--- config.mk ---
export PLATFORM = sky130hd
export DESIGN_NAME = serial_twos_comp_tx
export DESIGN_NICKNAME = d
export VERILOG_FILES = /design/src/rtl/serial_comp_pkg.sv /design/src/rtl/serial_comp_cell.sv /design/src/rtl/serial_twos_comp_tx.sv
export SDC_FILE = /design/constraint.sdc
export NUM_CORES = 1
export LEC_CHECK = 0
export BUFFER_PORTS_ARGS = -buffer_cell sky130_fd_sc_hd__buf_2
export CORE_MARGIN = 5
export CORE_UTILIZATION = 45
export CTS_BUF_LIST = sky130_fd_sc_hd__clkbuf_16
export DETAILED_ROUTE_END_ITERATION = 7
export PLACE_DENSITY = 0.78
export SETUP_SLACK_MARGIN = 0.15
export SLEW_MARGIN = 20
export SYNTH_ARGS = -nofsm -noshare
export SYNTH_HDL_FRONTEND = slang
export SYNTH_HIERARCHICAL = 1
export SYNTH_SLANG_ARGS = --single-unit
--- constraint.sdc ---
create_clock -name clk -period 1.25 [get_ports clk]
set_input_delay 0.0625 -clock clk [delete_from_list [all_inputs] [get_ports clk]]
set_output_delay 0.0625 -clock clk [all_outputs]
set_load 0.005 [all_outputs]
--- src/rtl/serial_comp_pkg.sv ---
// Shared types and helpers for the bit-serial two's-complement datapath.
package serial_comp_pkg;

    typedef enum logic {
        IDLE  = 1'b0,
        SHIFT = 1'b1
    } state_e;

    localparam int DEFAULT_WIDTH = 8;

    // One extra bit so the counter never wraps, even at WIDTH = 2**n.
    function automatic int cnt_w(input int width);
        return $clog2(width) + 1;
    endfunction

endpackage

--- src/rtl/serial_comp_cell.sv ---
// Copy-until-first-one-then-invert cell: tracks whether a 1 has passed and
// inverts every later bit when complementing. Shared by serial tx and rx.
module serial_comp_cell (
    input  logic clk,
    input  logic reset,
    input  logic clear,
    input  logic advance,
    input  logic bit_in,
    input  logic comp_en,
    output logic bit_out
);

    logic seen_one_q;
    logic seen_one_d;

    always_comb begin
        seen_one_d = seen_one_q;
        if (clear) begin
            seen_one_d = 1'b0;
        end else if (advance) begin
            seen_one_d = seen_one_q | bit_in;
        end
    end

    always_ff @(posedge clk) begin
        if (reset) begin
            seen_one_q <= 1'b0;
        end else begin
            seen_one_q <= seen_one_d;
        end
    end

    assign bit_out = bit_in ^ (comp_en & seen_one_q);

endmodule

--- src/rtl/serial_twos_comp_tx.sv ---
// Parallel-in, LSB-first serial-out transmitter that optionally sends the
// two's complement of each word over a valid/ready serial handshake.
//
//   state | meaning
//   IDLE  | ready for a new word, serial side idle
//   SHIFT | presenting bit cnt_q of the loaded word
module serial_twos_comp_tx
    import serial_comp_pkg::*;
#(
    parameter int WIDTH = DEFAULT_WIDTH
) (
    input  logic             clk,
    input  logic             reset,
    input  logic [WIDTH-1:0] in_data,
    input  logic             in_comp_en,
    input  logic             in_valid,
    output logic             in_ready,
    output logic             ser_out,
    output logic             ser_valid,
    input  logic             ser_ready,
    output logic             ser_first,
    output logic             ser_last
);

    localparam int            CW       = cnt_w(WIDTH);
    localparam logic [CW-1:0] CNT_LAST = CW'(WIDTH - 1);

    state_e           state_q, state_d;
    logic [WIDTH-1:0] sr_q, sr_d;
    logic [CW-1:0]    cnt_q, cnt_d;
    logic             comp_q, comp_d;
    logic             load;
    logic             beat;
    logic             cell_bit;

    always_comb begin
        state_d   = state_q;
        sr_d      = sr_q;
        cnt_d     = cnt_q;
        comp_d    = comp_q;
        load      = 1'b0;
        beat      = 1'b0;
        in_ready  = 1'b0;
        ser_valid = 1'b0;
        case (state_q)
            IDLE: begin
                in_ready = 1'b1;
                if (in_valid) begin
                    load    = 1'b1;
                    sr_d    = in_data;
                    comp_d  = in_comp_en;
                    cnt_d   = '0;
                    state_d = SHIFT;
                end
            end
            SHIFT: begin
                ser_valid = 1'b1;
                if (ser_ready) begin
                    beat  = 1'b1;
                    sr_d  = sr_q >> 1;
                    cnt_d = cnt_q + CW'(1);
                    if (cnt_q == CNT_LAST) begin
                        state_d = IDLE;
                    end
                end
            end
            default: state_d = IDLE;
        endcase
    end

    always_ff @(posedge clk) begin
        if (reset) begin
            state_q <= IDLE;
            sr_q    <= '0;
            cnt_q   <= '0;
            comp_q  <= 1'b0;
        end else begin
            state_q <= state_d;
            sr_q    <= sr_d;
            cnt_q   <= cnt_d;
            comp_q  <= comp_d;
        end
    end

    serial_comp_cell u_cell (
        .clk     (clk),
        .reset   (reset),
        .clear   (load),
        .advance (beat),
        .bit_in  (sr_q[0]),
        .comp_en (comp_q),
        .bit_out (cell_bit)
    );

    // Gate with SHIFT so stale seen_one/comp state never leaks out while idle.
    assign ser_out   = (state_q == SHIFT) & cell_bit;
    assign ser_first = (state_q == SHIFT) & (cnt_q == '0);
    assign ser_last  = (state_q == SHIFT) & (cnt_q == CNT_LAST);

endmodule

==> metrics.txt, run 1 <==
Crit path required time 1190 ps; average wire per standard cell 15.4 um; hold path endpoint comp_q$_SDFFE_PP0P_; total of flip-flops plus latches after synthesis 15; clock net sink count 15; fraction of final layout cells with drive strength greater than 1 51.5%; maximum number of buffers from clock root to sink 2; core occupancy in the finished layout 68.1%; final wirelength 1.74 mm; number of placed cells counting well taps 106; number of hold violations in the final report 0; cell depth of the worst flop-to-flop path 2; pin count of the biggest net entering global routing 17; CP Buf/Inv Count 1; antenna violations before repair 0; H-Tree Depth 1; power per standard cell area 1310 nW/um2; input/output buffers 17; Reg clk slew, reported paths 50 ps; YS warnings 6; dominant cell by count in the synthesized netlist sky130_fd_sc_hd__dfxtp_1; area added between synthesis and finish 42.4%; count of inserted antenna diode cells 0; total global routing track utilization 14.4%; CP max-delay cell sky130_fd_sc_hd__dfxtp_4; unrepaired setup endpoints after global routing true; die outline width 50.0 um; slew margin rel. 77.6%; Detailed Route Iter0 Violations 6; type of element launching the critical path register; post-synthesis instance total 74; DRC violations left 0; fraction of synthesized cell area taken by the top area cell type 41.7%; slack of the worst reg-to-reg path 120 ps; delay-heaviest family, CP flip-flops; end of the worst register-to-register path cnt_q[2]$_SDFFE_PP0P_; Synth Cell Area 721 um2; worst setup timing slack at the placement stage 156 ps; highest achievable clock rate 806 MHz; biggest fanout along the worst timing path 3; CP Class reg -> out; wire length of the first global-routing pass 2.83 mm; nets in the synthesized netlist 89; arrival time of data at the critical path endpoint 1180 ps; count of final max-slew check failures 0; Layout Skew 0.640 ps; Placed Area 822 um2; TritonCTS clock tree yes; post-synthesis async set-or-reset flop share 0%; fin worst setup slack 9.66 ps; number of buffers created by CTS 3; I/O pin cnt 18; Final HPWL DP 1.06 mm; count of vias placed by the detailed router 630; antenna violation net count after detailed routing 0; final cycle utilization of the critical path 99.2%; critical-path cell list ha_4 -> nand2_2 -> nor3_2 -> buf_2; post-route cell area 1030 um2; slew at the pin closest to its max-slew limit 336 ps; path category of the worst min-delay check in -> reg; starting density of the core 47.8%; start point of the worst min-delay path in_comp_en; commonest cells in the synthesized netlist sky130_fd_sc_hd__dfxtp_1 (15), sky130_fd_sc_hd__nor2_1 (13), sky130_fd_sc_hd__mux2i_1 (10), sky130_fd_sc_hd__a211oi_1 (8), sky130_fd_sc_hd__inv_1 (3); CP endpoint kind output port; post-synth top area cell sky130_fd_sc_hd__dfxtp_1; total number of placement rows 14; 1st-pass router iterations 4; Root Driver sky130_fd_sc_hd__clkbuf_16; highest ir drop seen on vdd 709 uV; number of setup violations in the final report 0; via count of the first global-routing pass 610; Floorplan Core Area 1510 um2; Cell Count, Final, Fillers Out 113; vias per cell 5.58; GP Congestion 0.784; post-synthesis sequential area ratio 41.7%; post-route minimum period 1240 ps; number of flops mapped to enable cells by yosys 0; insertion delay of the later-clocked pin in the worst-skew pair 240 ps; max-cap violation count 0; Unique masters post-synth 24; Hold Path Depth 3; Design Power 0.00135 W; Overflow after GRT 0; Layout Nets 113; Reg-to-Reg Start state_q$_SDFF_PP0_; top cells by area, synth sky130_fd_sc_hd__dfxtp_1 (42%), sky130_fd_sc_hd__mux2i_1 (14%), sky130_fd_sc_hd__a211oi_1 (8.3%), sky130_fd_sc_hd__nor2_1 (6.8%), sky130_fd_sc_hd__ha_1 (3.5%); Primary FF master, synth sky130_fd_sc_hd__dfxtp_1; Mean Syn Cell Area 9.74 um2; run status complete, no violations; maximum single-stage delay on the critical path 380 ps; die height 50.0 um; Die ar. 2500 um2; total leakage power 0.429 nW
-- flip-flops by register name, indices dropped and copies added, names as in the netlist --
| name | flops |
|---|---|
| state_q | 1 |
| u_cell/seen_one_q | 1 |
| comp_q | 1 |
| cnt_q | 4 |
| sr_q | 8 |
-- worst register-to-register path, delay by kind of cell, from the launching register on --
family	cells	cell delay (ps)
AOI/OAI and AO/OA	1	260
DFF	1	390
muxes	1	400
-- metal layers --
metal	global-route usage, %	routed length (um)
met2	23.0	835
met1	18.4	793
met4	7.86	22
met3	1.81	88
met5	0	0
-- metrics by stage --
step,hold WS [ps],setup TNS (ps)
after floorplan,130,0
after global placement,293,0
after detailed placement,303,0
after CTS,53.4,0
after global routing,98.8,-12.8
final,60.0,0
-- kinds of logic (layout without fill, tap and decap cells) --
group	count (synthesis)	in the layout	share of synthesized area, %
AOI/OAI and AO/OA	13	13	13.9
xor gates and xnor gates	1	1	1.22
adders and majority gates	2	2	3.47
buffers and inverters	7	30	5.73
DFF	15	15	41.7
muxes	12	12	17.5
and+or+nand+nor	24	24	16.5
-- power by group --
part	switching, W	internal [W]
logic	0.0000959	0.0000972
clock network	0.000196	0.000427
registers	0.0000230	0.000508
-- layout make-up --
class | instances | area [um2]
Fill cell | 118 | 480
Inverter | 3 | 13.8
Multi-Input combinational cell | 52 | 465
Clock inverter | 1 | 5.00
Clock buffer | 3 | 75.1
Tap cell | 16 | 20.0
Sequential cell | 15 | 313
Timing Repair Buffer | 23 | 134
-- cells in the final DEF, fill, tap and decap left out, types with 2 or more instances in the layout --
cell type	instances
sky130_fd_sc_hd__a211oi_1	5
sky130_fd_sc_hd__clkbuf_16	3
sky130_fd_sc_hd__nor2_1	13
sky130_fd_sc_hd__ha_4	2
sky130_fd_sc_hd__dfxtp_4	2
sky130_fd_sc_hd__dfxtp_2	4
sky130_fd_sc_hd__mux2_4	2
sky130_fd_sc_hd__nor3_2	2
sky130_fd_sc_hd__a211oi_2	3
sky130_fd_sc_hd__mux2i_1	9
sky130_fd_sc_hd__dfxtp_1	9
sky130_fd_sc_hd__buf_2	17
sky130_fd_sc_hd__a21oi_1	2
sky130_fd_sc_hd__buf_4	5
-- worst max-delay path by stage --
stage,cells after the start,slack [ps],to,startpoint
after detailed placement,2,160,cnt_q[2]$_SDFFE_PP0P_,state_q$_SDFF_PP0_
final,4,10,ser_last,cnt_q[1]$_SDFFE_PP0P_
after global placement,3,160,cnt_q[3]$_SDFFE_PP0P_,state_q$_SDFF_PP0_
after global routing,4,-10,ser_last,cnt_q[1]$_SDFFE_PP0P_
after CTS,4,80,ser_first,cnt_q[0]$_SDFFE_PP0P_
after floorplan,3,140,cnt_q[2]$_SDFFE_PP0P_,state_q$_SDFF_PP0_
-- what timing repair did --
| item | 4_1_cts | 5_1_grt |
|---|---|---|
| pin swaps | 0 | 4 |
| buffers inserted | 3 | 0 |
| setup endpoints to repair | 4 | 13 |
| resized for setup | 8 | 18 |
| hold buffers | 0 | 0 |
(Power assumes the default switching activity.)
==> run 2: changes to the inputs <==
- CELL_PAD_IN_SITES_DETAIL_PLACEMENT: default -> 0
- CELL_PAD_IN_SITES_GLOBAL_PLACEMENT: default -> 2
- CORE_ASPECT_RATIO: default -> 0.75
- CORE_UTILIZATION: 45 -> 27
- PLACE_DENSITY: 0.78 -> 0.77
==> run 2 against run 1 <==
Compared with the run above: clock skew up 5.0 ps; first-iteration DRC count rose to 2.8 times the previous value; count of clock-buffer cells in the layout did not move; maximum frequency is 7.8% higher; largest power group unchanged; highest routed layer unchanged.
==> metrics.txt, run 2 (synthesis gave the netlist of run 1 again) <==
Placed Area 847 um2; count of final max-slew check failures 0; fraction of final layout cells with drive strength greater than 1 60.4%; run status complete, no violations; slew margin rel. 76.4%; number of placed cells counting well taps 126; antenna violations before repair 0; relative contribution of combinational cells to total power 16.0%; maximum single-stage delay on the critical path 360 ps; Detailed Route Iter0 Violations 17; highest ir drop seen on vdd 782 uV; Levels on crit path 4; pin count of the biggest net entering global routing 17; top library cells by usage in the layout, fill and taps aside sky130_fd_sc_hd__buf_2 (17), sky130_fd_sc_hd__dfxtp_1 (9), sky130_fd_sc_hd__nor2_1 (8), sky130_fd_sc_hd__buf_4 (8), sky130_fd_sc_hd__mux2i_1 (7); highest achievable clock rate 869 MHz; wire length of the first global-routing pass 2.67 mm; CP Class reg -> out; TritonCTS clock tree yes; most common library cell in the layout ignoring fill and taps sky130_fd_sc_hd__buf_2; hold path endpoint comp_q$_SDFFE_PP0P_; DRC violations left 0; area added between synthesis and finish 55.4%; net switching power figure 0.000321 W; CP Buf/Inv Count 2; die outline width 69.7 um; maximum number of buffers from clock root to sink 2; slack of the worst reg-to-reg path 120 ps; CP endpoint kind output port; count of inserted antenna diode cells 0; antenna violation net count after detailed routing 0; final wirelength 1.72 mm; Seq pwr share 39.1%; relative contribution of the clock network to total power 44.9%; input/output buffers 17; Layout Nets 117; clock net sink count 15; end of the worst register-to-register path cnt_q[2]$_SDFFE_PP0P_; via count of the first global-routing pass 551; insertion delay of the later-clocked pin in the worst-skew pair 240 ps; Post-CTS Hold Buffers 0; path category of the worst min-delay check in -> reg; Final HPWL DP 1.11 mm; die height 54.7 um; max-cap violation count 0; most flop-heavy register sr_q; unrepaired setup endpoints after global routing true; biggest registers after layout sr_q (8), cnt_q (4); CP max-delay cell sky130_fd_sc_hd__dfxtp_4; cell depth of the worst flop-to-flop path 2; total leakage power 0.453 nW; Reg-to-Reg Start state_q$_SDFF_PP0_; fin worst setup slack 99.4 ps; start point of the worst min-delay path in_comp_en; cell-internal power 0.00105 W; starting density of the core 27.9%; number of buffers created by CTS 3; Cell Count, Final, Fillers Out 137; count of vias placed by the detailed router 635; GP Congestion 0.777; Crit path required time 1190 ps; final cycle utilization of the critical path 92.0%; slew at the pin closest to its max-slew limit 354 ps; number of flip-flops under the largest register name 8; total number of placement rows 16; Die ar. 3810 um2; worst hold slack after final layout 62.5 ps; Layout Skew 5.67 ps; power per standard cell area 1220 nW/um2; Hold Path Depth 3; post-route cell area 1120 um2; Root Driver sky130_fd_sc_hd__clkbuf_16; vias per cell 4.64; setup TNS 0 ps; Floorplan Core Area 2580 um2; post-route minimum period 1150 ps; arrival time of data at the critical path endpoint 1090 ps; Overflow after GRT 0; total global routing track utilization 9.22%; delay-heaviest family, CP flip-flops; worst setup timing slack at the placement stage 75.5 ps; I/O pin cnt 18; H-Tree Depth 1; share of total power consumed by net switching 23.4%; type of element launching the critical path register; Reg clk slew, reported paths 50 ps; biggest fanout along the worst timing path 3; critical-path cell list inv_2 -> ha_4 -> nor4b_4 -> buf_2; average wire per standard cell 12.5 um; number of hold violations in the final report 0; 1st-pass router iterations 4; number of setup violations in the final report 0
## run 2: changes by cell type in the layout (fill, tap and decap cells not counted), moves of 2 or more
cell                      delta
sky130_fd_sc_hd__mux2i_2     +2
sky130_fd_sc_hd__buf_4       +3
sky130_fd_sc_hd__nor2_2      +4
sky130_fd_sc_hd__nor2_1      -5
sky130_fd_sc_hd__mux2i_1     -2
sky130_fd_sc_hd__inv_2       +2
## run 2: per-layer routing
layer  wire [um]  vias to the layer above  track usage (%)
met1         834                      302             11.6
met5           0                        -                0
met4           8                        0             2.87
li1            -                      318                -
met2         753                       13             13.4
met3         122                        2             5.14
## run 2: worst min-delay path, stage by stage
cell	delay [ps]
sky130_fd_sc_hd__buf_2	80
sky130_fd_sc_hd__mux2i_1	60
sky130_fd_sc_hd__nor2_1	70
## run 2: final cells by class
| cell class | instances | area, um2 |
|---|---|---|
| clock buffers | 3 | 75.1 |
| clock inverters | 1 | 3.75 |
| fillers | 251 | 1460 |
| inverters | 3 | 11.3 |
| multi-input cells | 53 | 513 |
| flip-flops and latches | 15 | 315 |
| well taps | 36 | 45.0 |
| repair buffers | 26 | 156 |
## run 2: power by group through the flow
| stage | Clock [W] | Combinational (W) | Sequential [W] |
|---|---|---|---|
| 2_1_floorplan | 0 | 0.000109 | 0.000534 |
| 3_3_place_gp | 0 | 0.000150 | 0.000540 |
| 3_5_place_dp | 0 | 0.000152 | 0.000541 |
| 4_1_cts | 0.000625 | 0.000177 | 0.000529 |
| 5_1_grt | 0.000655 | 0.000241 | 0.000539 |
| 6_report | 0.000614 | 0.000218 | 0.000535 |
## run 2: metrics by stage
| step | total power (W) | utilization [%] |
|---|---|---|
| final | 0.00137 | 43.4 |
| after global placement | 0.000690 | 32.8 |
| after detailed placement | 0.000693 | 32.8 |
| after CTS | 0.00133 | 39.1 |
| after global routing | 0.00144 | 43.4 |
| after floorplan | 0.000643 | - |
## run 2: repair_timing
action	in CTS	in global routing
cloned	1	0
buffers inserted	4	2
hold endpoints to repair	0	0
pin swaps	3	5
resized for setup	11	26
setup endpoints to repair	9	16
## run 2: how the worst max path moves through the flow
stage / start / end / slack [ps]
6_report: cnt_q[0]$_SDFFE_PP0P_ / ser_first / 100
3_3_place_gp: state_q$_SDFF_PP0_ / cnt_q[3]$_SDFFE_PP0P_ / 90
3_5_place_dp: state_q$_SDFF_PP0_ / cnt_q[3]$_SDFFE_PP0P_ / 80
4_1_cts: cnt_q[1]$_SDFFE_PP0P_ / ser_last / 50
5_1_grt: cnt_q[0]$_SDFFE_PP0P_ / ser_first / 50
2_1_floorplan: state_q$_SDFF_PP0_ / cnt_q[2]$_SDFFE_PP0P_ / 140
